$ cat config.mk
export PLATFORM = sky130hd
export DESIGN_NAME = serial_adder
export DESIGN_NICKNAME = d
export VERILOG_FILES = /design/src/rtl/serial_adder.sv
export SDC_FILE = /design/constraint.sdc
export NUM_CORES = 1
export LEC_CHECK = 0
export ABC_AREA = 1
export BUFFER_PORTS_ARGS = -buffer_cell sky130_fd_sc_hd__buf_2
export CORE_MARGIN = 3
export CORE_UTILIZATION = 35
export CTS_BUF_LIST = sky130_fd_sc_hd__clkbuf_2 sky130_fd_sc_hd__clkbuf_4 sky130_fd_sc_hd__clkbuf_8
export CTS_CLUSTER_DIAMETER = 120
export DETAILED_ROUTE_END_ITERATION = 6
export SLEW_MARGIN = 10
export SYNTH_ARGS = -nofsm -noshare
export SYNTH_HDL_FRONTEND = slang
export SYNTH_SLANG_ARGS = --single-unit
$ cat constraint.sdc
create_clock -name clk -period 2.2 [get_ports clk]
set_input_delay 0.44 -clock clk [delete_from_list [all_inputs] [get_ports clk]]
set_output_delay 0.44 -clock clk [all_outputs]
set_load 0.05 [all_outputs]
$ cat src/rtl/serial_adder.sv
// Bit-serial adder: one full-adder cell and a carry flop produce sum = a + b + cin, LSB first.
// Optional macro SERIAL_ADDER_OVF_EN adds a registered signed-overflow output ovf.
module serial_adder #(
  parameter int WIDTH = 8
) (
  input  logic             clk,
  input  logic             reset,
  input  logic             start,
  input  logic [WIDTH-1:0] a,
  input  logic [WIDTH-1:0] b,
  input  logic             cin,
  output logic             busy,
  output logic             done,
  output logic [WIDTH-1:0] sum,
  output logic             cout
`ifdef SERIAL_ADDER_OVF_EN
  ,
  output logic             ovf
`endif
);

  localparam int CNT_W = $clog2(WIDTH);

  typedef enum logic [1:0] {IDLE, RUN, DONE} state_t;

  state_t           state, state_nxt;
  logic [WIDTH-1:0] a_sh, b_sh, ps, ps_nxt;
  logic             c, c_nxt, bit_s, last;
  logic [CNT_W-1:0] cnt;

  function automatic logic maj3(input logic x, input logic y, input logic z);
    return (x & y) | (x & z) | (y & z);
  endfunction

  always_comb begin
    state_nxt = state;
    bit_s     = a_sh[0] ^ b_sh[0] ^ c;
    c_nxt     = maj3(a_sh[0], b_sh[0], c);
    last      = (cnt == CNT_W'(WIDTH - 1));
    ps_nxt    = {bit_s, {(WIDTH-1){1'b0}}} | (ps >> 1);
    unique case (state)
      IDLE:    if (start) state_nxt = RUN;
      RUN:     if (last) state_nxt = DONE;
      DONE:    state_nxt = IDLE;
      default: state_nxt = IDLE;
    endcase
  end

  always_ff @(posedge clk) begin
    if (reset) state <= IDLE;
    else       state <= state_nxt;
  end

  // Operand shifters, carry and counter advance only in RUN; results load on the last bit.
  always_ff @(posedge clk) begin
    if (reset) begin
      a_sh <= '0;
      b_sh <= '0;
      ps   <= '0;
      c    <= 1'b0;
      cnt  <= '0;
      sum  <= '0;
      cout <= 1'b0;
`ifdef SERIAL_ADDER_OVF_EN
      ovf  <= 1'b0;
`endif
    end else begin
      case (state)
        IDLE: begin
          if (start) begin
            a_sh <= a;
            b_sh <= b;
            c    <= cin;
            cnt  <= '0;
          end
        end
        RUN: begin
          a_sh <= a_sh >> 1;
          b_sh <= b_sh >> 1;
          ps   <= ps_nxt;
          c    <= c_nxt;
          cnt  <= cnt + 1'b1;
          if (last) begin
            sum  <= ps_nxt;
            cout <= c_nxt;
`ifdef SERIAL_ADDER_OVF_EN
            // c here is the carry into the MSB, c_nxt the carry out of it.
            ovf  <= c ^ c_nxt;
`endif
          end
        end
        default: ;
      endcase
    end
  end

  assign busy = (state == RUN);
  assign done = (state == DONE);

endmodule

==> results.sh, run 1 <==
export IMPL_outcome="finished clean"
export IMPL_cp_arrival_ns=1.40
export IMPL_start_util_pct=37.6
export IMPL_io_buffers=30
export IMPL_fin_util_pct=42.7
export IMPL_crit_type="register to output port"
export IMPL_hold_viol=0
export IMPL_avgSynthCellArea_um2=6.69
export IMPL_rsz0062_at_grt="false"
export IMPL_synth_nets=276
export IMPL_synth_area_top_cells="dfxtp_1 (45%), nand2_1 (19%), nor2_1 (15%), inv_1 (4.2%), a21oi_1 (3.3%)"
export IMPL_dr_wl_met2_um=1540
export IMPL_first_iter_violations=65
export IMPL_core_um2=4500
export IMPL_crit_family="buffers and inverters"
export IMPL_die_area_um2=5700
export IMPL_yosysTopAreaCell="dfxtp_1"
export IMPL_worstPathMaxFanout=11
export IMPL_worst_ir_drop_vdd_mv=0.318
export IMPL_synthesis_area_um2=1690
export IMPL_syn_inst=253
export IMPL_min_path_type="primary input to register"
export IMPL_cts_resized=0
export IMPL_crit_required_ns=1.76
export IMPL_cts_max_level=2
export IMPL_finalSetupViolCount=0
export IMPL_synth_seq_area_share_pct=45.0
export IMPL_worst_slew_pin_slew_ns=0.480
export IMPL_dp_hpwl_um=2380
export IMPL_ys_ff_latch=38
export IMPL_numCtsBuffers=5
export IMPL_nNetsFinal=305
export IMPL_synth_edf_count=0
export IMPL_die_y_um=75.5
export IMPL_drv_cap=0
export IMPL_worst_path_max_delay_cell="dfxtp_1"
export IMPL_powerDensity_nw_per_um2=699
export IMPL_cts_tree="done"
export IMPL_grt_ovfl_total=0
export IMPL_ys_types=17
export IMPL_vias=1467
export IMPL_cp_num_buf_inv=2
export IMPL_synthFlopType="dfxtp_1"
export IMPL_layout_drive_gt1_share_pct=16.3
export IMPL_synth_top_area_share_pct=45.0
export IMPL_path_clk_slew_ns=0.07
export IMPL_n_antenna_cell=0
export IMPL_gp_congestion=0.738
export IMPL_yosysMostFrequentCell="nand2_1"
export IMPL_first_global_vias=1438
export IMPL_cts_hold_buf=0
export IMPL_path_cells="nand2_2, inv_2, buf_2"
export IMPL_wl_met3_um=180
export IMPL_synthToLayoutAreaGrowth_pct=13.6
export IMPL_fmax_mhz=543
export IMPL_maxSlewViolCount=0
export IMPL_crit_path_start_kind="register"
export IMPL_clock_sinks=38
export IMPL_grt_max_degree=30
export IMPL_maxSlewHeadroom_pct=67.9
export IMPL_topRoutingLayerUsed="met4"
export IMPL_fin_total_pwr_uw=1340
export IMPL_cts_buffer_depth=2
export IMPL_endpoint_kind="output port"
export IMPL_num_rows=24
export IMPL_cpPeakStageDelay_ns=0.44
export IMPL_dr_pass1_iters=4
export IMPL_die_w_um=75.5
export IMPL_cts_root_buf="clkbuf_8"
export IMPL_grt_pass1_wl_um=6070
export IMPL_avgRoutedWirePerCell_um=10.2
export IMPL_fin_tns_setup_ns=0
export IMPL_wl_met1_um=1660
export IMPL_insertion_delay_ns=0.28
export IMPL_routed_wl_um=3420
export IMPL_antenna_found_initial=0
export IMPL_synthArstFlopShare_pct=0
export IMPL_ys_warn_count=0
export IMPL_fin_crit_sh_pct=83.7
export IMPL_clock_skew_ns=0.00453
export IMPL_vias_per_cell=4.39
export IMPL_synthTopCellsByCount="nand2_1 (84), nor2_1 (68), dfxtp_1 (38)"
export IMPL_num_io_pins=31
export IMPL_drc=0
export IMPL_leakagePower_uw=0.000990
export IMPL_period_minus_slack_ns=1.84
export IMPL_grtUsageTotal_pct=14.0
export IMPL_antenna_left=0
export IMPL_postCtsSetupRepairBufs=0
==> kinds of logic after synthesis <==
kind of cell	after synthesis	synth area share, %
and+or+nand+nor	157	35.7
DFF	38	45.0
buffers and inverters	33	9.98
AOI/OAI and AO/OA	22	6.73
adders and majority gates	3	2.66
==> tightest hold or removal path, cell delays in order <==
cell and delay [ns]:
buf_2 0.10, nand3_1 0.07, a21oi_1 0.06
==> registers in the layout, summed over array words and instances (netlist names) <==
register  count
a_sh          8
b_sh          8
sum           8
ps            7
cnt           3
state         2
c             1
cout          1
==> layout by cell type (no fill, tap or decap) <==
master	count
a21oi_1	11
buf_2	30
buf_4	3
clkbuf_8	5
clkinv_2	2
dfxtp_1	38
fa_1	1
ha_1	2
inv_1	19
inv_2	3
nand2_1	84
nand2_2	1
nand3_1	3
nor2_1	68
nor2_4	1
o21ai_0	10
o21ai_2	1
==> power breakdown <==
group	switching, uW	leakage, uW	internal (uW)
clock	227	0.0000438	212
combinational	108	0.000635	62.8
sequential	14.4	0.000311	720
total	349	0.000990	995
==> final cells by class <==
type / instances / area (um^2)
Fill cell: 493 / 2580
Multi-Input combinational cell: 182 / 762
Clock buffer: 5 / 68.8
Tap cell: 52 / 65.1
Clock inverter: 2 / 10.0
Inverter: 22 / 82.6
Sequential cell: 38 / 761
Timing Repair Buffer: 33 / 173
==> metrics by stage <==
stage	cell area, um^2	instances	setup slack (ns)	hold WS [ns]
final	1920	334	0.359	0.436
after global routing	1920	334	0.246	0.445
after CTS	1920	334	0.348	0.428
after detailed placement	1840	327	0.660	0.458
after global placement	1840	327	0.714	0.450
after floorplan	1690	253	0.645	0.438
==> worst paths after layout <==
kind | start | end | cells after the start | slack [ns]
worst max-delay path | state[0] | busy | 3 | 0.36
worst min-delay path | a[7] | a_sh[7] | 3 | 0.44
worst max register to register | state[0] | a_sh[0] | 5 | 0.77
worst min register to register | cnt[1] | cnt[1] | 2 | 0.47
==> layer usage <==
| metal | vias up | GRT usage, % |
|---|---|---|
| li1 | 812 | - |
| met1 | 619 | 16.5 |
| met2 | 30 | 23.8 |
| met3 | 6 | 5.15 |
| met4 | 0 | 4.08 |
| met5 | - | 0 |
(Power assumes the default switching activity.)
==> run 2: changes to the inputs <==
==> constraint.sdc (replaced) <==
create_clock -name clk -period 1.65 [get_ports clk]
set_input_delay 0.33 -clock clk [delete_from_list [all_inputs] [get_ports clk]]
set_output_delay 0.33 -clock clk [all_outputs]
set_load 0.05 [all_outputs]
==> results.sh, run 2 (synthesis results as in run 1) <==
export IMPL_crit_required_ns=1.32
export IMPL_maxSlewHeadroom_pct=67.6
export IMPL_rsz0062_at_grt="false"
export IMPL_n_antenna_cell=0
export IMPL_clock_sinks=38
export IMPL_drc=0
export IMPL_num_io_pins=31
export IMPL_mostFrequentLayoutCells="nand2_1 (84), nor2_1 (68), dfxtp_1 (38)"
export IMPL_vias_per_cell=4.43
export IMPL_antenna_left=0
export IMPL_outcome="finished clean"
export IMPL_routed_wl_um=3610
export IMPL_start_util_pct=37.6
export IMPL_dp_hpwl_um=2440
export IMPL_gp_congestion=0.787
export IMPL_num_rows=24
export IMPL_antenna_found_initial=0
export IMPL_reg2reg_to="sum[1]"
export IMPL_finalSetupViolCount=0
export IMPL_hold_start="b[7]"
export IMPL_grtUsageTotal_pct=13.8
export IMPL_maxSlewViolCount=0
export IMPL_grt_ovfl_total=0
export IMPL_cts_resized=0
export IMPL_crit_path_start_kind="register"
export IMPL_worst_slew_pin_slew_ns=0.485
export IMPL_r2r_start="cnt[0]"
export IMPL_placed_area_um2=1870
export IMPL_cp_arrival_ns=1.21
export IMPL_worst_path_max_delay_cell="dfxtp_1"
export IMPL_avgRoutedWirePerCell_um=10.7
export IMPL_ff2ff_path_depth=7
export IMPL_cts_root_buf="clkbuf_8"
export IMPL_vias=1488
export IMPL_worst_ir_drop_vdd_mv=0.498
export IMPL_fmax_mhz=649
export IMPL_multi_input_comb_area_um2=762
export IMPL_die_y_um=75.5
export IMPL_hold_viol=0
export IMPL_cts_max_level=2
export IMPL_synthToLayoutAreaGrowth_pct=17.2
export IMPL_crit_type="register to output port"
export IMPL_numCtsBuffers=5
export IMPL_insertion_delay_ns=0.29
export IMPL_core_um2=4500
export IMPL_die_w_um=75.5
export IMPL_fin_tns_setup_ns=0
export IMPL_cpPeakStageDelay_ns=0.41
export IMPL_clock_skew_ns=0.00247
export IMPL_io_buffers=30
export IMPL_path_clk_slew_ns=0.07
export IMPL_min_path_type="primary input to register"
export IMPL_endpoint_kind="output port"
export IMPL_powerDensity_nw_per_um2=1020
export IMPL_postCtsSetupRepairBufs=0
export IMPL_grt_pass1_wl_um=5870
export IMPL_path_cells="inv_2, nor2_1, buf_2"
export IMPL_grt_max_degree=25
export IMPL_layout_drive_gt1_share_pct=16.9
export IMPL_first_iter_violations=78
export IMPL_cts_hold_buf=0
export IMPL_dr_pass1_iters=4
export IMPL_layout_commonest_cell="nand2_1"
export IMPL_worstPathMaxFanout=5
export IMPL_startpoint="state[1]"
export IMPL_cp_endpoint="done"
export IMPL_first_global_vias=1319
export IMPL_cts_tree="done"
export IMPL_period_minus_slack_ns=1.54
export IMPL_stdcell_area_um2=1980
export IMPL_seq_area_um2=761
export IMPL_fin_crit_sh_pct=93.4
export IMPL_fillers=489
export IMPL_largestRegisters="a_sh (8), b_sh (8), sum (8)"
export IMPL_leakagePower_uw=0.00102
export IMPL_die_area_um2=5700
export IMPL_reg2reg_slack_ns=0.26
export IMPL_nNetsFinal=307
export IMPL_cts_buffer_depth=2
export IMPL_drv_cap=0
==> run 2: changes by cell type in the layout (fill, tap and decap cells not counted) <==
cell       previous run  this run
buf_12                0         1
buf_4                 3         4
bufinv_16             0         1
clkbuf_8              5         6
clkinv_2              2         0
==> run 2: final cells by class <==
cell class                      instances  area share, %
Clock buffer                            6           4.16
Multi-Input combinational cell        182           38.4
Inverter                               22           4.16
Timing Repair Buffer                   35           10.1
Tap cell                               52           3.28
Sequential cell                        38           38.4
Clock inverter                          1           1.51
==> run 2: critical path: cells and delay by family (launching register included) <==
family	cells	cell delay [ns]
flip-flops	1	0.41
AND/OR/NAND/NOR	1	0.14
buffers and inverters	2	0.38
==> run 2: worst min path at each step <==
stage / endpoint / cells past startpoint
floorplan: cnt[1] / 1
global placement: a_sh[7] / 2
detailed placement: b_sh[7] / 2
CTS: b_sh[7] / 3
global route: b_sh[7] / 3
finish: b_sh[7] / 3
==> run 2: power breakdown <==
group	total (uW)	internal (uW)	switching, uW
combinational	240	92.4	148
clock	799	484	316
sequential	978	959	19.1
total	2020	1540	483
==> run 2: stage by stage <==
step                cells  power (uW)  hold WS (ns)  setup slack, ns  utilization (%)
floorplan             253        1180         0.399            0.205                -
global placement      329        1240         0.452            0.272             41.5
detailed placement    329        1240         0.459            0.266             41.5
CTS                   336        2040         0.319            0.111             44.0
global route          336        2130         0.325           0.0485             44.0
finish                336        2020         0.332            0.108             44.0
==> run 2: per-layer routing <==
metal	up-vias	share of wire [%]	track usage [%]
met1	631	51	18.2
met4	0	1.8	5.83
met2	33	41	21.0
met5	-	0	0
li1	816	-	-
met3	8	5.3	3.96
